==> src/rtl/thread_fetch_scheduler_pkg.sv <==
// thread_fetch_scheduler_pkg: default widths shared by the scheduler, pc_array users and the processor top.
package thread_fetch_scheduler_pkg;
  localparam int THREAD_INDEX_BITS_DEF = 3;
  localparam int PC_WIDTH_DEF = 8;
  function automatic int num_threads(input int bits);
    return 2 ** bits;
  endfunction
endpackage

==> src/rtl/thread_fetch_scheduler_picker.sv <==
// rr_thread_picker: first set mask bit at or after rr_ptr, wrapping modulo 2**W.
module rr_thread_picker #(
  parameter int W = 3
) (
  input  logic [2**W-1:0] mask,
  input  logic [W-1:0]    rr_ptr,
  output logic            found,
  output logic [W-1:0]    index
);
  logic [W-1:0] idx;
  // Scan farthest offset first so the nearest running thread is the last to win.
  always_comb begin
    found = 1'b0;
    index = '0;
    idx = '0;
    for (int k = 2**W - 1; k >= 0; k--) begin
      idx = rr_ptr + W'(k);
      if (mask[idx]) begin
        found = 1'b1;
        index = idx;
      end
    end
  end
endmodule

==> src/rtl/thread_fetch_scheduler.sv <==
// thread_fetch_scheduler: round-robin fetch issue across hardware threads with start/halt/redirect control.
module thread_fetch_scheduler
  import thread_fetch_scheduler_pkg::*;
#(
  parameter int                              THREAD_INDEX_BITS  = THREAD_INDEX_BITS_DEF,
  parameter int                              PC_WIDTH           = PC_WIDTH_DEF,
  parameter logic [PC_WIDTH-1:0]             RESET_PC           = '0,
  parameter logic [2**THREAD_INDEX_BITS-1:0] RESET_RUNNING_MASK = '1
) (
  input  logic                                  clk,
  input  logic                                  reset,
  input  logic                                  in_stall,
  input  logic                                  in_start_valid,
  input  logic [THREAD_INDEX_BITS-1:0]          in_start_thread_index,
  input  logic [PC_WIDTH-1:0]                   in_start_pc,
  input  logic                                  in_halt_valid,
  input  logic [THREAD_INDEX_BITS-1:0]          in_halt_thread_index,
  input  logic                                  in_redirect_valid,
  input  logic [THREAD_INDEX_BITS-1:0]          in_redirect_thread_index,
  input  logic [PC_WIDTH-1:0]                   in_redirect_pc,
  output logic                                  out_fetch_valid,
  output logic [THREAD_INDEX_BITS-1:0]          out_thread_index,
  output logic [PC_WIDTH-1:0]                   out_program_counter,
  output logic [THREAD_INDEX_BITS+PC_WIDTH-1:0] out_fetch_addr,
  output logic [2**THREAD_INDEX_BITS-1:0]       out_running_mask
);
  localparam int NUM_THREADS = num_threads(THREAD_INDEX_BITS);
  logic [PC_WIDTH-1:0]          pc_q [NUM_THREADS];
  logic [PC_WIDTH-1:0]          pc_d [NUM_THREADS];
  logic [NUM_THREADS-1:0]       run_q, run_d;
  logic [THREAD_INDEX_BITS-1:0] rr_q, rr_d, tid_q, tid_d, sel;
  logic [PC_WIDTH-1:0]          opc_q, opc_d;
  logic                         valid_q, valid_d, found, issue;
  rr_thread_picker #(.W(THREAD_INDEX_BITS)) u_pick (
    .mask(run_q),
    .rr_ptr(rr_q),
    .found(found),
    .index(sel)
  );
  assign issue = !in_stall && found;
  // Priority per thread, lowest to highest: increment, redirect, start; halt beats start.
  always_comb begin
    pc_d = pc_q;
    run_d = run_q;
    for (int t = 0; t < NUM_THREADS; t++) begin
      if (issue && sel == THREAD_INDEX_BITS'(t)) pc_d[t] = pc_q[t] + 1'b1;
      if (in_redirect_valid && in_redirect_thread_index == THREAD_INDEX_BITS'(t)) pc_d[t] = in_redirect_pc;
      if (in_halt_valid && in_halt_thread_index == THREAD_INDEX_BITS'(t)) run_d[t] = 1'b0;
      else if (in_start_valid && in_start_thread_index == THREAD_INDEX_BITS'(t)) begin
        run_d[t] = 1'b1;
        pc_d[t] = in_start_pc;
      end
    end
    valid_d = in_stall ? valid_q : found;
    tid_d = issue ? sel : tid_q;
    opc_d = issue ? pc_q[sel] : opc_q;
    rr_d = issue ? sel + 1'b1 : rr_q;
  end
  always_ff @(posedge clk) begin
    if (reset) begin
      for (int t = 0; t < NUM_THREADS; t++) pc_q[t] <= RESET_PC;
      run_q <= RESET_RUNNING_MASK;
      rr_q <= '0;
      valid_q <= 1'b0;
      tid_q <= '0;
      opc_q <= '0;
    end else begin
      pc_q <= pc_d;
      run_q <= run_d;
      rr_q <= rr_d;
      valid_q <= valid_d;
      tid_q <= tid_d;
      opc_q <= opc_d;
    end
  end
  assign out_fetch_valid = valid_q;
  assign out_thread_index = tid_q;
  assign out_program_counter = opc_q;
  assign out_fetch_addr = {tid_q, opc_q};
  assign out_running_mask = run_q;
endmodule

==> config.mk <==
export PLATFORM = sky130hd
export DESIGN_NAME = thread_fetch_scheduler
export DESIGN_NICKNAME = d
export VERILOG_FILES = /design/src/rtl/thread_fetch_scheduler_pkg.sv /design/src/rtl/thread_fetch_scheduler_picker.sv /design/src/rtl/thread_fetch_scheduler.sv
export SDC_FILE = /design/constraint.sdc
export NUM_CORES = 1
export LEC_CHECK = 0
export ABC_AREA = 0
export ABC_CLOCK_PERIOD_IN_PS = 5010
export BUFFER_PORTS_ARGS = -buffer_cell sky130_fd_sc_hd__clkbuf_2
export CORE_MARGIN = 4
export CORE_UTILIZATION = 50
export CTS_CLUSTER_SIZE = 14
export DETAILED_ROUTE_END_ITERATION = 6
export GPL_TIMING_DRIVEN = 0
export PLACE_DENSITY = 0.69
export SETUP_SLACK_MARGIN = 0.4
export SLEW_MARGIN = 20
export SYNTH_ARGS = -nofsm -noshare
export SYNTH_HDL_FRONTEND = slang
export SYNTH_HIERARCHICAL = 1
export SYNTH_SLANG_ARGS = --single-unit
==> constraint.sdc <==
create_clock -name clk -period 5.01 [get_ports clk]
set_input_delay 0.501 -clock clk [delete_from_list [all_inputs] [get_ports clk]]
set_output_delay 0.501 -clock clk [all_outputs]
set_load 0.005 [all_outputs]
After elaboration in Yosys (flattened, before gate mapping) --
Index checks and enable logic that the tools add are counted.
Word-level totals: register bits 87, output and inout port bits 31, logic and storage cells 203
Operators by class: order comparisons 9, equality and inequality tests 28, reductions and logical operators 46, add/subtract/negate cells 16, multiplexer cells 83, bitwise operators 1
Operator list (number):
- 8-bit two-way mux | 34
- 8-bit by 1-bit adder with 8-bit output (second input constant) | 8
- 3-bit == test (second input constant) | 16
- 1-bit logical AND | 33
- 3-bit by 4-bit < comparator with 1-bit output (second input constant) | 8
- 1-bit two-way mux | 32
- 1-bit binary-select mux with 3-bit select | 8
- 8-bit binary-select mux with 3-bit select | 1
- 3-bit by 2-bit == test with 1-bit output (second input constant) | 8
- 3-bit two-way mux | 8
- 2-bit nonzero test | 8
- 3-bit adder (second input constant) | 4
- 3-bit by 1-bit == test with 1-bit output (second input constant) | 4
- 3-bit logical NOT | 4
- 3-bit by 1-bit adder with 3-bit output (second input constant) | 2
- 3-bit by 2-bit adder with 3-bit output (second input constant) | 2
- 4-bit >= comparator (second input constant) | 1
- 3-bit NOT with 4-bit output | 1
- 1-bit logical NOT | 1

Longest topological paths before layout --
Gate-level depths: netlist (run 1).
depth after elaboration 17, mapped depth 20, mapped depth without buffers 14

By module --
The synthesis (run 1) kept the hierarchy.
Modules (own cells, without submodules):
- thread_fetch_scheduler | cells each 666, times used 1, area an instance 5659.2 µm²
- rr_thread_picker | cells each 90, times used 1, area an instance 782.0 µm²

Least setup slack after synthesis (run 1) --
OpenSTA, ideal clock, no wires.
path type register to register, start point register rr_q[1], end point register pc_q[27] in the netlist's numbering, setup time 69 ps, path slack 593 ps, data arrival time 4348 ps, data required time 4941 ps, path buffers 5, stages on the path, launching flop included 20, period minus slack after synthesis 4417 ps, cells stage by stage dfxtp_1 -> buf_4 -> buf_4 -> inv_1 -> ha_1 -> clkbuf_1 -> mux4_2 -> mux2_4 -> o21ai_2 -> a31oi_1 -> o21bai_1 -> mux2_1 -> buf_2 -> buf_2 -> inv_1 -> ha_1 -> nand4b_1 -> or3_1 -> a311o_1 -> o21ai_1
Between the ends: longest elaborated chain between the ends 17, elaborated cells between the ends (all ways) 46, classes of those cells add/sub (7); eq/ne (1); mux (36); reduce/logical (2)
Ends and longest elaborated chain:
- from (decl) | RTL line thread_fetch_scheduler.sv:31 | logic [THREAD_INDEX_BITS-1:0] rr_q, rr_d, tid_q, tid_d, sel;
- from (signal assigned) | RTL line thread_fetch_scheduler.sv:70 | rr_q <= rr_d;
- 3-bit adder | RTL line thread_fetch_scheduler_picker.sv:17 | idx = rr_ptr + W'(k);
- 1-bit binary-select mux with 3-bit select | RTL line thread_fetch_scheduler_picker.sv:18 | if (mask[idx]) begin
- 1-bit two-way mux (implied by the code) | RTL line thread_fetch_scheduler_picker.sv:18
- 3-bit two-way mux (7 in a row) | RTL line thread_fetch_scheduler_picker.sv:18
- 3-bit two-way mux * | RTL line thread_fetch_scheduler_picker.sv:18
- net sel[0] | RTL line thread_fetch_scheduler.sv:31
- 3-bit == test * | RTL line thread_fetch_scheduler.sv:46 | if (issue && sel == THREAD_INDEX_BITS'(t)) pc_d[t] = pc_q[t] + 1'b1;
- 1-bit logical AND * | RTL line thread_fetch_scheduler.sv:46
- 8-bit two-way mux * | RTL line thread_fetch_scheduler.sv:46
- 8-bit two-way mux * | RTL line thread_fetch_scheduler.sv:47 | if (in_redirect_valid && in_redirect_thread_index == THREAD_INDEX_BITS'(t)) pc_d[t] = in_redirect_pc;
- 8-bit two-way mux | RTL line thread_fetch_scheduler.sv:49 | else if (in_start_valid && in_start_thread_index == THREAD_INDEX_BITS'(t)) begin
- 8-bit two-way mux * | RTL line thread_fetch_scheduler.sv:48 | if (in_halt_valid && in_halt_thread_index == THREAD_INDEX_BITS'(t)) run_d[t] = 1'b0;
- to (signal assigned) | RTL line thread_fetch_scheduler.sv:68 | pc_q <= pc_d;
- to (decl) | RTL line thread_fetch_scheduler.sv:28 | logic [PC_WIDTH-1:0] pc_q [NUM_THREADS];
Mark *: on every way through the listed nets, which the timed path passes. The rest lies on a longest branch. The select of a mux whose other input is x is not followed. A chain may end at the register's enable or synchronous reset.

Worst setup path after layout (run 1) --
start point register rr_q[1], end point register pc_q[45] in the netlist's numbering
Between the ends: longest elaborated chain between the ends 17, elaborated cells between the ends (all ways) 46, classes of those cells add/sub (7); eq/ne (1); mux (36); reduce/logical (2)
Ends and longest elaborated chain (RTL line):
- 3-bit adder | thread_fetch_scheduler_picker.sv:17
- 1-bit binary-select mux with 3-bit select | thread_fetch_scheduler_picker.sv:18
- 1-bit two-way mux (implied by the code) | thread_fetch_scheduler_picker.sv:18
- 3-bit two-way mux (7 in a row) | thread_fetch_scheduler_picker.sv:18
- 3-bit two-way mux * | thread_fetch_scheduler_picker.sv:18
- net sel[0] | thread_fetch_scheduler.sv:31
- 3-bit by 2-bit == test with 1-bit output * | thread_fetch_scheduler.sv:46
- 1-bit logical AND * | thread_fetch_scheduler.sv:46
- 8-bit two-way mux * | thread_fetch_scheduler.sv:46
- 8-bit two-way mux * | thread_fetch_scheduler.sv:47
- 8-bit two-way mux | thread_fetch_scheduler.sv:49
- 8-bit two-way mux * | thread_fetch_scheduler.sv:48
Marks and branches as above.

==> out/qor.yml, run 1 <==
run_status:
  status: "completed"
logic_synthesis:
  avgSynthCellArea_um2: 8.52
  syn-num-nets: 803
  syn_area_um2: 6440
  async_flop_share: 0
  synth_seq_cells: 87
  yosysUniqueCellTypes: 69
  synth_edf_count: 0
  synth_flop_cell: "dfxtp_1"
  ys_seq_area_frac: 0.270
  ys.warnings.count: 6
  synthCells: 756
critical_path:
  crit_type: "flip-flop to flip-flop"
  critPathRequiredTime_ns: 5.28
  cp-start-kind: "flip-flop"
  crit_fanout: 10
  cp.arrival_ns: 4.71
  worst_setup_path_end_kind: "flip-flop"
die:
  die_w_um: 122
  start_util: 0.510
  core-area_um2: 12600
  die-area_um2: 14800
  rows: 41
  die_h_um: 122
  pin_count: 62
final_layout:
  nets: 886
  nFillCells: 1153
  layout_commonest_cell: "nand2_1"
  final_cell_area_um2: 7500
  postLayoutCoreUtil: 0.594
  syn_to_final_growth_pct: 16.5
  antennaDiodeCount: 0
  final_cell_mix: "nand2_1, dfxtp_1, clkbuf_2"
  drive_gt1_frac: 0.207
drt:
  dr.pass1.iters: 5
  wire_per_inst_um: 21.9
  final_antenna_net_count: 0
  drt-initial-drc-count: 817
  routed_wirelength_um: 22200
  drc: 0
  vias: 6745
  drt-vias-per-instance: 6.64
timing:
  fmax_mhz: 225
  fin_skew_ns: 0.0114
  final_period_minus_worst_setup_slack_ns: 4.44
  max-slew-margin-rel: 0.435
  setup_viol: 0
  hold_viol_final: 0
  report.final.slew_viol_count: 0
  finalCritPeriodShare: 0.886
  rsz0062_at_grt: "false"
  layout_setup_ws_ns: 0.570
  tightest_slew_ns: 0.847
placement:
  portBuffers: 59
  place_ws_ns: -0.457
  dp_hpwl_um: 16400
  placed_area_um2: 6950
  gp_congestion: 1.02
power_and_ir_drop:
  ir_drop_mv: 0.192
  combinationalPowerShare: 0.242
  powerDensity_nw_per_um2: 272
  clkPwrFrac: 0.373
  power_switching_uw: 649
  p_int_mw: 1.40
  switching_share: 0.317
  p_leak_nw: 2.72
  p_seq_frac: 0.385
  p_total_mw: 2.04
grt:
  grt_pass1_wl_um: 34400
  grt_pass1_vias: 6290
  antenna_found_initial: 0
  overflow: 0
  grt_max_degree: 17
  grt_usage: 0.302
cts:
  cts_tree: "yes"
  cts-root-buf: "clkbuf_16"
  numCtsBuffers: 9
  clk_latency_ns: 0.36
  clk_pin_slew_ns: 0.07
  hold_buffers: 0
  cts_buffer_depth: 2
  clock_sinks: 87
  cts_max_level: 3
job:
  drv_cap: 0
hold_path:
  hold_class: "input pin to flip-flop"
==> what timing repair did <==
action,CTS,global route
gates cloned,1,0
endpoints found under the setup margin,66,55
pin swaps,2,2
hold endpoints to repair,0,0
buffers inserted,9,3
resized for setup,17,24
==> worst paths after layout <==
kind                                      from                           end  slack (ns)  cells past startpoint
hold / removal                  in_start_pc[1]            pc_q[1]$_SDFF_PP0_        0.43                      3
setup / recovery          rr_q[1]$_SDFFE_PP0P_           pc_q[45]$_SDFF_PP0_        0.57                     20
setup reg to reg          rr_q[1]$_SDFFE_PP0P_           pc_q[45]$_SDFF_PP0_        0.57                     20
hold reg to reg   out_fetch_valid$_SDFFE_PP0N_  out_fetch_valid$_SDFFE_PP0N_        0.46                      2
==> area by class of cell <==
cell class | count | area, um2 | share of cell area
clock inverter | 7 | 103 | 0.0137
buffer | 58 | 345 | 0.0460
multi-input combinational | 596 | 4420 | 0.589
tap | 172 | 215 | 0.0287
sequential | 87 | 1740 | 0.233
timing repair buffer | 72 | 390 | 0.0520
clock buffer | 9 | 225 | 0.0300
inverter | 15 | 61.3 | 0.00817
==> through the flow <==
step                std cells  hold slack, ns  TNS (ns)
floorplan                 756           0.453         0
global placement          987           0.444     -2.06
detailed placement        987           0.450     -8.34
CTS                      1013           0.419         0
global route             1016           0.430         0
finish                   1016           0.428         0
==> power groups by stage <==
stage          sequential, mW  clock (mW)  combinational [mW]
4_1_cts                 0.784       0.763               0.459
6_report                0.786       0.763               0.495
3_3_place_gp            0.797           0               0.429
5_1_grt                 0.791       0.795               0.533
2_1_floorplan           0.782           0               0.314
3_5_place_dp            0.799           0               0.442
==> routing by layer <==
layer	track usage	share of wire	routed length [um]
met1	0.401	0.41	9050
met2	0.470	0.46	10100
met3	0.0629	0.099	2200
met4	0.143	0.039	866
met5	0	0	0
==> cell usage after synthesis (6+ instances only) <==
cell type / count / share of area
a211o_1: 7 / 0.0095
and4b_1: 9 / 0.014
and2_1: 8 / 0.0078
clkbuf_1: 28 / 0.016
xnor2_1: 27 / 0.037
a21oi_1: 18 / 0.014
buf_2: 11 / 0.0085
or3_1: 13 / 0.013
nand4bb_1: 7 / 0.012
o21a_1: 9 / 0.010
a22o_1: 10 / 0.014
nand3_1: 43 / 0.033
and3_1: 7 / 0.0068
nor3_1: 38 / 0.030
a211oi_1: 11 / 0.013
o221ai_1: 22 / 0.030
buf_4: 15 / 0.017
nor4_1: 6 / 0.0058
mux4_2: 21 / 0.073
dfxtp_1: 87 / 0.27
nand4b_1: 9 / 0.012
nand4_1: 8 / 0.0078
mux2i_1: 11 / 0.017
nand2_1: 96 / 0.056
a31oi_1: 13 / 0.013
inv_1: 14 / 0.0082
o21ai_0: 43 / 0.033
xor2_1: 15 / 0.020
nor2b_1: 10 / 0.0097
o21bai_1: 6 / 0.0070
ha_1: 16 / 0.031
o32ai_1: 13 / 0.018
nor2_1: 32 / 0.019
==> cells by family after synthesis <==
group                    after synthesis  synth area share
multiplexers                          44             0.124
flip-flops                            87             0.270
AO/OA/AOI/OAI                        183             0.200
adder cells (fa/ha/maj)               16            0.0311
buffers and inverters                 73            0.0546
XOR/XNOR                              42            0.0571
AND/OR/NAND/NOR                      311             0.263
==> state kept, by name, summed over array words and instances, names as in the netlist <==
| register | cells |
|---|---|
| out_fetch_valid | 1 |
| pc_q | 64 |
| out_running_mask | 8 |
| out_program_counter | 8 |
| out_thread_index | 3 |
| rr_q | 3 |
==> worst max-delay path, stage by stage (launching register included) <==
cell and delay (ns):
dfxtp_2 0.35, buf_6 0.13, buf_6 0.15, clkinvlp_4 0.11, ha_1 0.27, clkbuf_4 0.19
mux4_2 0.37, mux2_4 0.31, o21ai_2 0.14, a31oi_1 0.10, o21bai_1 0.15, mux2_2 0.39
buf_6 0.16, buf_6 0.17, inv_2 0.10, ha_2 0.20, nand4bb_1 0.20, buf_2 0.26
nor3_1 0.28, xnor2_1 0.10, a211oi_1 0.21
(Power assumes the default switching activity.)
==> run 2, diff against run 1 <==
--- a/config.mk
+++ b/config.mk
@@ -13,5 +13,4 @@
 export CTS_CLUSTER_SIZE = 14
 export DETAILED_ROUTE_END_ITERATION = 6
-export GPL_TIMING_DRIVEN = 0
 export PLACE_DENSITY = 0.69
 export SETUP_SLACK_MARGIN = 0.4
==> constraint.sdc (replaced) <==
create_clock -name clk -period 5.01 [get_ports clk]
set_input_delay 1.002 -clock clk [delete_from_list [all_inputs] [get_ports clk]]
set_output_delay 1.002 -clock clk [all_outputs]
set_load 0.005 [all_outputs]
==> run 2 against run 1 <==
The run now ends with DRC left. Flip-flop and latch count unchanged. Maximum frequency increased by 2.8%. Sequential share of layout area grew 1.3 points.
==> out/qor.yml, run 2 (synthesis gave the netlist of run 1 again) <==
critical_path:
  crit_slowest_cell: "nor4_1"
  reg2reg_slack_ns: 0.69
  crit_fanout: 17
  crit_type: "flip-flop to flip-flop"
  path_cells: "inv_1 -> ha_1 -> mux4_1 -> mux2_4 -> a221oi_1 -> and3_1 -> nor3_1 -> nor2_1 -> buf_4 -> ha_1 -> nand4bb_1 -> nor4_1 -> xnor2_1 -> o221ai_1"
  cp.arrival_ns: 4.54
  cp-start-kind: "flip-flop"
  rr_endpoint: "pc_q[47]$_SDFF_PP0_"
  ff2ff_path_depth: 14
  critPathRequiredTime_ns: 5.23
  worst_setup_path_end_kind: "flip-flop"
  cp_slowest_stage_delay_ns: 0.50
  cpMostUsedCell: "ha_1"
  r2r_start: "rr_q[1]$_SDFFE_PP0P_"
cts:
  clock_sinks: 87
  cts-root-buf: "clkbuf_16"
  cts_tree: "yes"
  hold_buffers: 0
  clk_pin_slew_ns: 0.07
  clk_latency_ns: 0.36
  numCtsBuffers: 9
  cts_max_level: 3
  cts_buffer_depth: 2
timing:
  hold_viol_final: 0
  layout_setup_ws_ns: 0.692
  rsz0062_at_grt: "false"
  fin_skew_ns: 0.0154
  fin_tns_setup_ns: 0
  report.final.slew_viol_count: 0
  tightest_slew_ns: 0.939
  max-slew-margin-rel: 0.373
  final_period_minus_worst_setup_slack_ns: 4.32
  finalCritPeriodShare: 0.862
  hold_slack_ns: 0.457
  setup_viol: 0
  fmax_mhz: 232
die:
  die_w_um: 122
  die-area_um2: 14800
  pin_count: 62
  rows: 41
  start_util: 0.510
  die_h_um: 122
  core-area_um2: 12600
power_and_ir_drop:
  p_leak_nw: 2.52
  powerDensity_nw_per_um2: 279
  ir_drop_mv: 0.189
final_layout:
  nets: 830
  final_cell_mix: "nand2_1, dfxtp_1, clkbuf_2"
  drive_gt1_frac: 0.165
  layout_commonest_cell: "nand2_1"
  largest_register_ff_count: 64
  syn_to_final_growth_pct: 10.3
  top_register: "pc_q"
  antennaDiodeCount: 0
  final_cell_area_um2: 7110
  nFillCells: 1162
drt:
  dr.pass1.iters: 7
  vias: 6437
  routed_wirelength_um: 20900
  wire_per_inst_um: 21.7
  drc: 10
  final_antenna_net_count: 0
  drt-initial-drc-count: 784
  drt-vias-per-instance: 6.71
grt:
  grt_pass1_wl_um: 32300
  grt_pass1_vias: 5826
  grt_max_degree: 47
  grt_usage: 0.283
  antenna_found_initial: 0
  overflow: 0
hold_path:
  worstHoldStart: "out_fetch_valid$_SDFFE_PP0N_"
  hold-path-endpoint: "out_fetch_valid$_SDFFE_PP0N_"
  hold-path-cell-count: 2
  hold_class: "flip-flop to flip-flop"
job:
  drv_cap: 0
placement:
  dp_hpwl_um: 15200
  portBuffers: 61
  placed_area_um2: 6760
  place_ws_ns: 0.715
  gp_congestion: 0.979
run_status:
  status: "complete, but fails checks"
  violations: "DRC"
==> run 2: cell count changes in the layout (fill, tap and decap cells not counted), moves of 3 or more <==
cell	delta
inv_1	+3
buf_2	-7
buf_6	-7
ha_1	+3
buf_4	-14
clkbuf_1	-25
clkbuf_4	-3
==> run 2: final cells by class <==
type / count / area [um2] / share of cell area
Multi-Input combinational cell: 596 / 4360 / 0.614
Sequential cell: 87 / 1740 / 0.245
Timing Repair Buffer: 74 / 403 / 0.0567
Clock buffer: 9 / 225 / 0.0317
Tap cell: 172 / 215 / 0.0303
Clock inverter: 7 / 104 / 0.0146
Inverter: 15 / 56.3 / 0.00792
==> run 2: timing repair <==
item                                    CTS  global route
buffers inserted                          0             0
endpoints found under the setup margin    0             6
resized for setup                         0             1
==> run 2: how the worst max path moves through the flow <==
stage	startpoint	end	slack, ns	depth (start not counted)
floorplan	rr_q[1]$_SDFFE_PP0P_	pc_q[27]$_SDFF_PP0_	0.59	19
global placement	rr_q[2]$_SDFFE_PP0P_	pc_q[3]$_SDFF_PP0_	0.87	14
detailed placement	rr_q[1]$_SDFFE_PP0P_	pc_q[19]$_SDFF_PP0_	0.71	12
CTS	rr_q[1]$_SDFFE_PP0P_	pc_q[19]$_SDFF_PP0_	0.70	12
global route	rr_q[1]$_SDFFE_PP0P_	pc_q[47]$_SDFF_PP0_	0.47	14
finish	rr_q[1]$_SDFFE_PP0P_	pc_q[47]$_SDFF_PP0_	0.69	14
==> run 2: layer usage <==
layer	global-route usage	routed length (um)
met5	0	0
met4	0.111	769
met3	0.0555	2050
met2	0.448	9550
met1	0.383	8480
==> run 2: power breakdown <==
group | switching, mW | internal [mW]
sequential | 0.0532 | 0.732
clock | 0.318 | 0.443
combinational | 0.253 | 0.182
==> run 2: critical path, delay by kind of cell, from the launching register on <==
family / cells / cell delay [ns]
simple gates: 5 / 1.44
mux: 2 / 0.79
fa+ha+maj: 2 / 0.70
buf+inv: 2 / 0.40
compound gates: 2 / 0.34
flops: 1 / 0.33
xor+xnor: 1 / 0.17
==> run 2: per-stage QoR <==
stage,cells,util,power (mW)
after floorplan,756,-,1.10
after global placement,944,0.536,1.21
after detailed placement,944,0.536,1.22
after CTS,960,0.562,1.97
after global routing,960,0.563,2.05
final,960,0.563,1.98
==> run 3, diff against run 2 <==
CELL_PAD_IN_SITES_DETAIL_PLACEMENT = 1   (was default)
CELL_PAD_IN_SITES_GLOBAL_PLACEMENT = 1   (was default)
CORE_UTILIZATION = 46   (was 50)
PLACE_DENSITY = default   (was 0.69)
PLACE_DENSITY_LB_ADDON = 0.1   (was default)
SYNTH_HIERARCHICAL = default   (was 1)
==> run 3 against run 2 <==
The flow now finishes without violations. Non-clock buffer count unchanged. Combinational power up 6.4%. Critical path type unchanged. Clock skew down 0.0068 ns. Maximum frequency down 1.2%.
==> out/qor.yml, run 3 <==
timing:
  finalCritPeriodShare: 0.872
  layout_setup_ws_ns: 0.640
  hold_viol_final: 0
  fin_skew_ns: 0.00857
  fin_tns_setup_ns: 0
  hold_slack_ns: 0.460
  final_period_minus_worst_setup_slack_ns: 4.37
  max-slew-margin-rel: 0.309
  tightest_slew_ns: 1.03
  fmax_mhz: 229
  rsz0062_at_grt: "false"
  report.final.slew_viol_count: 0
  setup_viol: 0
critical_path:
  crit_fanout: 12
  critPathRequiredTime_ns: 5.25
  worst_setup_path_end_kind: "flip-flop"
  crit_type: "flip-flop to flip-flop"
  cpMostUsedCell: "and3_1"
  crit_slowest_cell: "ha_2"
  cp_slowest_stage_delay_ns: 0.53
  cp.arrival_ns: 4.61
  cp-start-kind: "flip-flop"
  path_cells: "inv_2 -> ha_2 -> mux2_2 -> mux4_2 -> and3_1 -> a211o_1 -> a41o_1 -> nor2_1 -> ha_1 -> inv_1 -> a2111oi_4 -> and3_1 -> nand3_1 -> xnor2_1 -> a221o_1"
logic_synthesis:
  synth_top_area_frac: 0.255
  ys.warnings.count: 0
  yosysUniqueCellTypes: 70
  ys_seq_area_frac: 0.255
  syn_area_um2: 6830
  synth_edf_count: 0
  synth_flop_cell: "dfxtp_1"
  yosys.area.top_type: "dfxtp_1"
  synthTopCellsByArea: "dfxtp_1, xor2_1, mux2i_1"
  synth_commonest_cells: "dfxtp_1, nand2_1, a21oi_1, nor2_1, nand3_1"
  synth_seq_cells: 87
  synthCells: 833
  avgSynthCellArea_um2: 8.20
  synth.most_common_cell: "dfxtp_1"
  async_flop_share: 0
  syn-num-nets: 875
drt:
  drt-initial-drc-count: 642
  drt-vias-per-instance: 6.64
  dr.pass1.iters: 6
  routed_wirelength_um: 26000
  drc: 0
  vias: 6931
  final_antenna_net_count: 0
  wire_per_inst_um: 24.9
die:
  die_h_um: 130
  rows: 44
  die_w_um: 130
  pin_count: 62
  core-area_um2: 14500
  start_util: 0.470
  die-area_um2: 16900
cts:
  cts_max_level: 3
  cts_tree: "yes"
  cts_buffer_depth: 2
  clock_sinks: 87
  numCtsBuffers: 9
  postCtsSetupBuffers: 0
  cts-root-buf: "clkbuf_16"
  postCtsResizedCells: 0
  clk_latency_ns: 0.36
  clk_pin_slew_ns: 0.07
  hold_buffers: 0
power_and_ir_drop:
  p_total_mw: 1.92
  ir_drop_mv: 0.146
  p_leak_nw: 2.85
  powerDensity_nw_per_um2: 258
final_layout:
  antennaDiodeCount: 0
  final_cell_area_um2: 7460
  seqCellArea_um2: 1740
  final_cell_mix: "dfxtp_1, nand2_1, a21oi_1"
  nets: 897
  multiInputGateArea_um2: 4750
  drive_gt1_frac: 0.159
  top_register: "pc_q"
  syn_to_final_growth_pct: 9.31
  layout_commonest_cell: "dfxtp_1"
  nFillCells: 1777
  postLayoutCoreUtil: 0.514
  largest_register_ff_count: 64
  instances_no_fill: 1044
placement:
  place_ws_ns: 0.462
  portBuffers: 61
  gp_congestion: 0.890
  dp_hpwl_um: 19300
  placed_area_um2: 7150
  dp.cells: 1028
grt:
  grt_pass1_vias: 6856
  grt_pass1_wl_um: 40200
  grt_max_degree: 53
  overflow: 0
  antenna_found_initial: 0
  grt_usage: 0.310
job:
  drv_cap: 0
run_status:
  status: "completed"
hold_path:
  hold_class: "flip-flop to flip-flop"
[run 3: cell types whose count changed after synthesis, moves of 24 or more]
cell and delta:
nor2_1 +24, and3_1 +39, a21oi_1 +44, xor2_1 +25
nand2_1 -30, o22ai_1 +28
[run 3: where the power goes]
part / switching [mW] / leakage (nW) / internal [mW]
logic: 0.290 / 2.00 / 0.174
registers: 0.0507 / 0.708 / 0.727
clock network: 0.332 / 0.140 / 0.348
total: 0.673 / 2.85 / 1.25
[run 3: critical path, delay by kind of cell, from the launching register on]
family                   cells  cell delay [ns]
adder cells (fa/ha/maj)      2             0.69
flip-flops                   1             0.38
XOR/XNOR                     1             0.16
AO/OA/AOI/OAI                4             1.24
buffers and inverters        2             0.19
multiplexers                 2             0.89
AND/OR/NAND/NOR              4             0.71
[run 3: worst paths after layout]
path / end / cells past startpoint / slack, ns / startpoint
setup / recovery: pc_q[6]$_SDFF_PP0_ / 15 / 0.64 / rr_q[0]$_SDFFE_PP0P_
hold / removal: out_fetch_valid$_SDFFE_PP0N_ / 2 / 0.46 / out_fetch_valid$_SDFFE_PP0N_
setup reg to reg: pc_q[6]$_SDFF_PP0_ / 15 / 0.64 / rr_q[0]$_SDFFE_PP0P_
hold reg to reg: out_fetch_valid$_SDFFE_PP0N_ / 2 / 0.46 / out_fetch_valid$_SDFFE_PP0N_
[run 3: per-layer routing]
metal  vias to the layer above  track usage  part of all wire
met5                         -            0                 0
met4                         0        0.118             0.030
met3                        48       0.0426             0.060
met2                       247        0.477              0.45
met1                      3448        0.443              0.46
li1                       3188            -                 -
[run 3: area by class of cell]
| type | instances | area share |
|---|---|---|
| clock inverters | 7 | 0.00872 |
| clock buffers | 9 | 0.0302 |
| inverters | 13 | 0.00654 |
| well taps | 184 | 0.0308 |
| repair buffers | 74 | 0.0545 |
| multi-input cells | 670 | 0.636 |
| flip-flops and latches | 87 | 0.233 |
[run 3: cell families after synthesis]
| family | synth area share |
|---|---|
| AND/OR/NAND/NOR | 0.254 |
| buffers and inverters | 0.0553 |
| adder cells (fa/ha/maj) | 0.0202 |
| AO/OA/AOI/OAI | 0.217 |
| multiplexers | 0.125 |
| flip-flops | 0.255 |
| XOR/XNOR | 0.0731 |
